===== src/rtl/keccak_pkg.sv =====
// keccak_pkg: shared sizes, state encoding and bit-index rule for the theta datapath
package keccak_pkg;
  localparam int SLICES = 64;
  localparam int ADDR_W = 6;
  localparam int SLICE_W = 25;
  typedef enum logic [2:0] {
    IDLE  = 3'd0,
    INIT  = 3'd1,
    READ  = 3'd2,
    LOAD  = 3'd3,
    APPLY = 3'd4,
    WRITE = 3'd5,
    DONE  = 3'd6
  } state_t;
  // slice bit i holds lane (x,y) with i = 5*y + x
  function automatic int bit_idx(input int x, input int y);
    return 5 * y + x;
  endfunction
endpackage


===== src/rtl/theta_apply_cu.sv =====
// theta_apply_cu: pass sequencer; state register plus Moore strobe decode
//   in : clk, rst (async active-low), start, i_last (25th apply bit), z_last (last slice)
//   out: state to the datapath, ready/done handshake, d_rd/a_rd read strobes, o_wr write strobe
module theta_apply_cu import keccak_pkg::*; (
  input  logic   clk,
  input  logic   rst,
  input  logic   start,
  input  logic   i_last,
  input  logic   z_last,
  output state_t state,
  output logic   ready,
  output logic   done,
  output logic   d_rd,
  output logic   a_rd,
  output logic   o_wr
);
  state_t state_q, state_d;
  always_ff @(posedge clk or negedge rst)
    if (!rst) state_q <= IDLE;
    else      state_q <= state_d;
  always_comb begin
    state_d = state_q;
    case (state_q)
      IDLE:    state_d = start ? INIT : IDLE;
      INIT:    state_d = READ;
      READ:    state_d = LOAD;
      LOAD:    state_d = APPLY;
      APPLY:   state_d = i_last ? WRITE : APPLY;
      WRITE:   state_d = z_last ? DONE : READ;
      default: state_d = IDLE;
    endcase
  end
  assign state = state_q;
  assign ready = state_q == IDLE;
  assign done  = state_q == DONE;
  assign d_rd  = state_q == READ;
  assign a_rd  = state_q == READ;
  assign o_wr  = state_q == WRITE;
endmodule


===== src/rtl/theta_apply_dp.sv =====
// theta_apply_dp: slice/bit counters, D register and the rotating slice shift register
//   in : clk, rst (async active-low), state, d_data (D row), a_data (state slice)
//   out: z slice index, i_last/z_last terminal flags, sreg (theta-applied slice after 25 steps)
module theta_apply_dp import keccak_pkg::*; (
  input  logic               clk,
  input  logic               rst,
  input  state_t             state,
  input  logic [4:0]         d_data,
  input  logic [SLICE_W-1:0] a_data,
  output logic [ADDR_W-1:0]  z,
  output logic               i_last,
  output logic               z_last,
  output logic [SLICE_W-1:0] sreg
);
  logic [ADDR_W-1:0]  z_q, z_d;
  logic [4:0]         i_q, i_d;
  logic [2:0]         x_q, x_d;
  logic [4:0]         dreg_q, dreg_d;
  logic [SLICE_W-1:0] sreg_q, sreg_d;
  assign z_last = z_q == ADDR_W'(SLICES - 1);
  assign i_last = i_q == 5'd24;
  // each step XORs D[x] into the bit leaving at the LSB and rotates it to the MSB;
  // x tracks the lane column of that bit, so 25 steps touch every bit once and restore order
  always_comb begin
    z_d    = state == INIT ? '0 : (state == WRITE && !z_last) ? z_q + 1'b1 : z_q;
    i_d    = state == LOAD ? '0 : state == APPLY ? i_q + 5'd1 : i_q;
    x_d    = state == LOAD ? '0 : state == APPLY ? (x_q == 3'd4 ? 3'd0 : x_q + 3'd1) : x_q;
    dreg_d = state == LOAD ? d_data : dreg_q;
    sreg_d = state == LOAD ? a_data :
             state == APPLY ? {sreg_q[0] ^ dreg_q[x_q], sreg_q[SLICE_W-1:1]} : sreg_q;
  end
  always_ff @(posedge clk or negedge rst)
    if (!rst) begin
      z_q    <= '0;
      i_q    <= '0;
      x_q    <= '0;
      dreg_q <= '0;
      sreg_q <= '0;
    end else begin
      z_q    <= z_d;
      i_q    <= i_d;
      x_q    <= x_d;
      dreg_q <= dreg_d;
      sreg_q <= sreg_d;
    end
  assign z    = z_q;
  assign sreg = sreg_q;
endmodule


===== src/rtl/theta_apply.sv =====
// theta_apply: bit-serial Keccak theta apply, A'[x][y][z] = A[x][y][z] ^ D[x][z], one slice per 28 cycles
//   clk, rst (async active-low); start/ready/done pass handshake
//   d_rd/d_addr/d_data: parity memory (sync read); a_rd/a_addr/a_data: state memory (sync read)
//   o_wr/o_addr/o_data: output memory write port
module theta_apply import keccak_pkg::*; (
  input  logic               clk,
  input  logic               rst,
  input  logic               start,
  output logic               ready,
  output logic               done,
  output logic               d_rd,
  output logic [ADDR_W-1:0]  d_addr,
  input  logic [4:0]         d_data,
  output logic               a_rd,
  output logic [ADDR_W-1:0]  a_addr,
  input  logic [SLICE_W-1:0] a_data,
  output logic               o_wr,
  output logic [ADDR_W-1:0]  o_addr,
  output logic [SLICE_W-1:0] o_data
);
  state_t            state;
  logic              i_last, z_last;
  logic [ADDR_W-1:0] z;
  theta_apply_cu u_cu (
    .clk(clk), .rst(rst), .start(start), .i_last(i_last), .z_last(z_last), .state(state),
    .ready(ready), .done(done), .d_rd(d_rd), .a_rd(a_rd), .o_wr(o_wr)
  );
  theta_apply_dp u_dp (
    .clk(clk), .rst(rst), .state(state), .d_data(d_data), .a_data(a_data),
    .z(z), .i_last(i_last), .z_last(z_last), .sreg(o_data)
  );
  assign d_addr = z;
  assign a_addr = z;
  assign o_addr = z;
endmodule


===== config.mk =====
export PLATFORM = sky130hd
export DESIGN_NAME = theta_apply
export DESIGN_NICKNAME = d
export VERILOG_FILES = /design/src/rtl/keccak_pkg.sv /design/src/rtl/theta_apply_cu.sv /design/src/rtl/theta_apply_dp.sv /design/src/rtl/theta_apply.sv
export SDC_FILE = /design/constraint.sdc
export NUM_CORES = 1
export LEC_CHECK = 0
export ABC_CLOCK_PERIOD_IN_PS = 1820
export CAP_MARGIN = 20
export CORE_MARGIN = 8
export CORE_UTILIZATION = 39
export CTS_BUF_LIST = sky130_fd_sc_hd__clkbuf_8
export CTS_CLUSTER_DIAMETER = 80
export DETAILED_ROUTE_END_ITERATION = 8
export PLACE_DENSITY = 0.7
export SYNTH_ARGS = -nofsm -noshare
export SYNTH_HDL_FRONTEND = slang
export SYNTH_HIERARCHICAL = 1
export SYNTH_SLANG_ARGS = --single-unit

===== constraint.sdc =====
create_clock -name clk -period 1.82 [get_ports clk]
set_input_delay 0.364 -clock clk [delete_from_list [all_inputs] [get_ports clk]]
set_output_delay 0.364 -clock clk [all_outputs]
set_load 0.005 [all_outputs]

==> flow_metrics.env, run 1 <==
export IMPL_status="completed"
export IMPL_critPathMaxStageDelay_ns=0.56
export IMPL_synthesis_nets=314
export IMPL_clk_pin_slew_ns=0.09
export IMPL_drc=0
export IMPL_synth_edf_count=0
export IMPL_syn_inst=276
export IMPL_portBuffers=80
export IMPL_cts_made_buffers=5
export IMPL_finalSetupViolations=0
export IMPL_critPathArrivalTime_ns=1.36
export IMPL_drive_gt1_share_pct=11.0
export IMPL_worst_slew_pin_transition_ns=0.317
export IMPL_crit_buf_inv=1
export IMPL_cts_tree="yes"
export IMPL_cp_end_kind="output pin"
export IMPL_timing_setup_tns_ns=0
export IMPL_crit_fanout=10
export IMPL_rsz0062_at_grt="no"
export IMPL_synthToLayoutAreaGrowth_pct=40.8
export IMPL_wl_um=6220
export IMPL_ys_ff_latch=47
export IMPL_antenna_cells=0
export IMPL_wl_per_cell_um=14.5
export IMPL_place_gp_congestion=0.822
export IMPL_fin_area_um2=3400
export IMPL_die_h_um=94.7
export IMPL_clock_path_buffers=2
export IMPL_grt_overflow=0
export IMPL_fmax_mhz=578
export IMPL_drv_cap=0
export IMPL_syn_area_per_cell_um2=8.75
export IMPL_reg2regPathDepth=6
export IMPL_dieArea_um2=8970
export IMPL_hp_class="input port to asynchronous set/reset pin"
export IMPL_yosys_area_top_type="dfrtp_1"
export IMPL_crit_family="buffers and inverters"
export IMPL_grtUsageTotal_pct=14.1
export IMPL_synthArstFlopShare_pct=100
export IMPL_avgViaCountPerCell=5.15
export IMPL_finalCriticalPeriod_ns=1.73
export IMPL_cts_sinks=47
export IMPL_synth_top_flop_cell="dfrtp_1"
export IMPL_num_rows=28
export IMPL_place_area_um2=3260
export IMPL_grt_pass1_wl_um=10300
export IMPL_p_total_mw=2.00
export IMPL_synth_seq_area_share_pct=48.7
export IMPL_hpwl_um=4570
export IMPL_firstDrtPassIters=4
export IMPL_antenna_found_initial=0
export IMPL_start_util_pct=40.6
export IMPL_r2r_end="u_dp/sreg[11]$_DFFE_PN0P_"
export IMPL_crit_cells=1
export IMPL_hold_viol=0
export IMPL_yosys_warnings=6
export IMPL_start_kind="register"
export IMPL_root_buffer="clkbuf_8"
export IMPL_fin_skew_ns=0.00722
export IMPL_n_fill_cell=580
export IMPL_relSlewSlack_pct=78.8
export IMPL_path_class="register to output pin"
export IMPL_netlist_area_leader_share_pct=48.7
export IMPL_drtIter0Drc=142
export IMPL_grt_pass1_vias=2202
export IMPL_insertion_delay_ns=0.31
export IMPL_cp_slowest_cell="clkdlybuf4s50_1"
export IMPL_power_density_nw_per_um2=589
export IMPL_vias=2213
export IMPL_irDropWorstVdd_uv=314
export IMPL_reg2reg_from="u_cu/state[1]$_DFF_PN0_"
export IMPL_utilization_pct=57.1
export IMPL_required_ns=1.46
export IMPL_synth_area_um2=2420
export IMPL_coreArea_um2=5960
export IMPL_final_net_count=392
export IMPL_h_tree_depth=2
export IMPL_period_share_pct=95.0
export IMPL_detail_route_antenna_nets=0
export IMPL_grt_max_degree=48
export IMPL_whs_ns=0.0317
export IMPL_slew_violations=0
export IMPL_num_io_pins=81
export IMPL_path_cells="clkdlybuf4s50_1"
export IMPL_ys_types=41
export IMPL_reg2reg_slack_ns=0.12
export IMPL_p_leak_nw=1.53
export IMPL_synthTopCellsByArea="dfrtp_1 (49%), nand2_1 (11%), a31oi_1 (6.5%)"
export IMPL_fp_dieW_um=94.7
==> cell usage in the layout (no fill, tap or decap), types with 2 or more instances in the layout <==
cell and n:
inv_1 5, a22o_1 6, a21oi_1 5, ha_1 5
nand2b_1 3, buf_4 18, or4_1 2, nor2_1 28
nand2_1 71, nor3_1 4, a31oi_1 25, dfrtp_2 2
nor2b_1 3, o21ai_1 7, o22ai_1 2, clkdlybuf4s50_1 74
o31ai_1 2, nor2_2 2, nand3_1 5, dfrtp_1 45
nand4_1 3, mux2i_1 3, clkinvlp_4 2, clkbuf_8 5
dlygate4sd2_1 5
==> power by group <==
group | leakage [nW] | internal, mW | total (mW) | switching (mW)
clock | 0.0408 | 0.275 | 0.651 | 0.376
combinational | 0.937 | 0.153 | 0.230 | 0.0766
sequential | 0.550 | 1.09 | 1.12 | 0.0357
total | 1.53 | 1.52 | 2.00 | 0.489
==> registers in the layout, summed over array words and instances, names as in the netlist <==
| register | cells |
|---|---|
| u_dp/sreg | 25 |
| u_dp/z | 6 |
| u_dp/dreg_q | 5 |
| u_dp/i_q | 5 |
| u_cu/state | 3 |
| u_dp/x_q | 3 |
==> routing by layer <==
layer  track usage, %  up-vias  wire length [um]
li1                 -     1093                 -
met5                0        -                 0
met4             3.38        0                68
met2             22.4       70              2810
met3             5.56        9               567
met1             17.4     1041              2780
==> Yosys cell counts (2+ instances only) <==
| cell type | instances |
|---|---|
| nor2b_1 | 3 |
| a22o_1 | 6 |
| a31oi_1 | 25 |
| nor3b_2 | 2 |
| o31ai_1 | 2 |
| buf_4 | 13 |
| clkbuf_1 | 8 |
| buf_2 | 7 |
| nand2_1 | 71 |
| a21oi_1 | 5 |
| inv_1 | 5 |
| o22ai_1 | 2 |
| mux2i_1 | 3 |
| nor3_1 | 4 |
| nor2_1 | 29 |
| o21ai_1 | 7 |
| dfrtp_1 | 47 |
| ha_1 | 5 |
| nand3_1 | 5 |
| nand2b_1 | 3 |
| or4_1 | 2 |
| nand4_1 | 3 |
==> layout make-up <==
cell class              instances  area (um^2)  share of cell area [%]
flip-flops and latches         47         1180                    34.7
multi-input cells             195         1070                    31.4
repair buffers                 99          945                    27.8
well taps                      75         93.8                    2.76
clock buffers                   5         68.8                    2.02
clock inverters                 3         23.8                   0.699
inverters                       6         22.5                   0.662
==> worst max-delay path by stage <==
| stage | startpoint | end | slack, ns |
|---|---|---|---|
| 2_1_floorplan | u_dp/z[0]$_DFFE_PN0P_ | u_dp/z[0]$_DFFE_PN0P_ | 0.25 |
| 3_3_place_gp | u_cu/state[0]$_DFF_PN0_ | u_dp/x_q[0]$_DFFE_PN0P_ | 0.21 |
| 3_5_place_dp | u_cu/state[2]$_DFF_PN0_ | a_rd | 0.18 |
| 4_1_cts | u_cu/state[0]$_DFF_PN0_ | ready | 0.07 |
| 5_1_grt | u_cu/state[1]$_DFF_PN0_ | u_dp/sreg[8]$_DFFE_PN0P_ | 0.01 |
| 6_report | u_dp/z[3]$_DFFE_PN0P_ | a_addr[3] | 0.09 |
==> stage by stage <==
stage                     setup WS, ns  cells
after detailed placement         0.178    416
final                           0.0911    430
after global routing            0.0120    430
after global placement           0.211    416
after CTS                       0.0693    427
after floorplan                  0.249    276
==> what timing repair did <==
item                       4_1_cts  5_1_grt
pin swaps                        1        1
setup endpoints to repair        5       13
resized for setup                8        1
hold buffers                     0        0
setup buffers                    3        3
==> cell families after synthesis <==
group | Yosys count | synth area share, %
multiplexers | 4 | 1.71
flip-flops | 47 | 48.7
buffers and inverters | 34 | 7.66
AND/OR/NAND/NOR | 132 | 24.9
AO/OA/AOI/OAI | 54 | 14.5
adder cells (fa/ha/maj) | 5 | 2.59
(Power assumes the default switching activity.)
==> run 2: changes to the inputs <==
CAP_MARGIN = unset   (was 20)
==> results of run 2 <==
The final DEF is identical to that of run 1; final timing and power are the same.
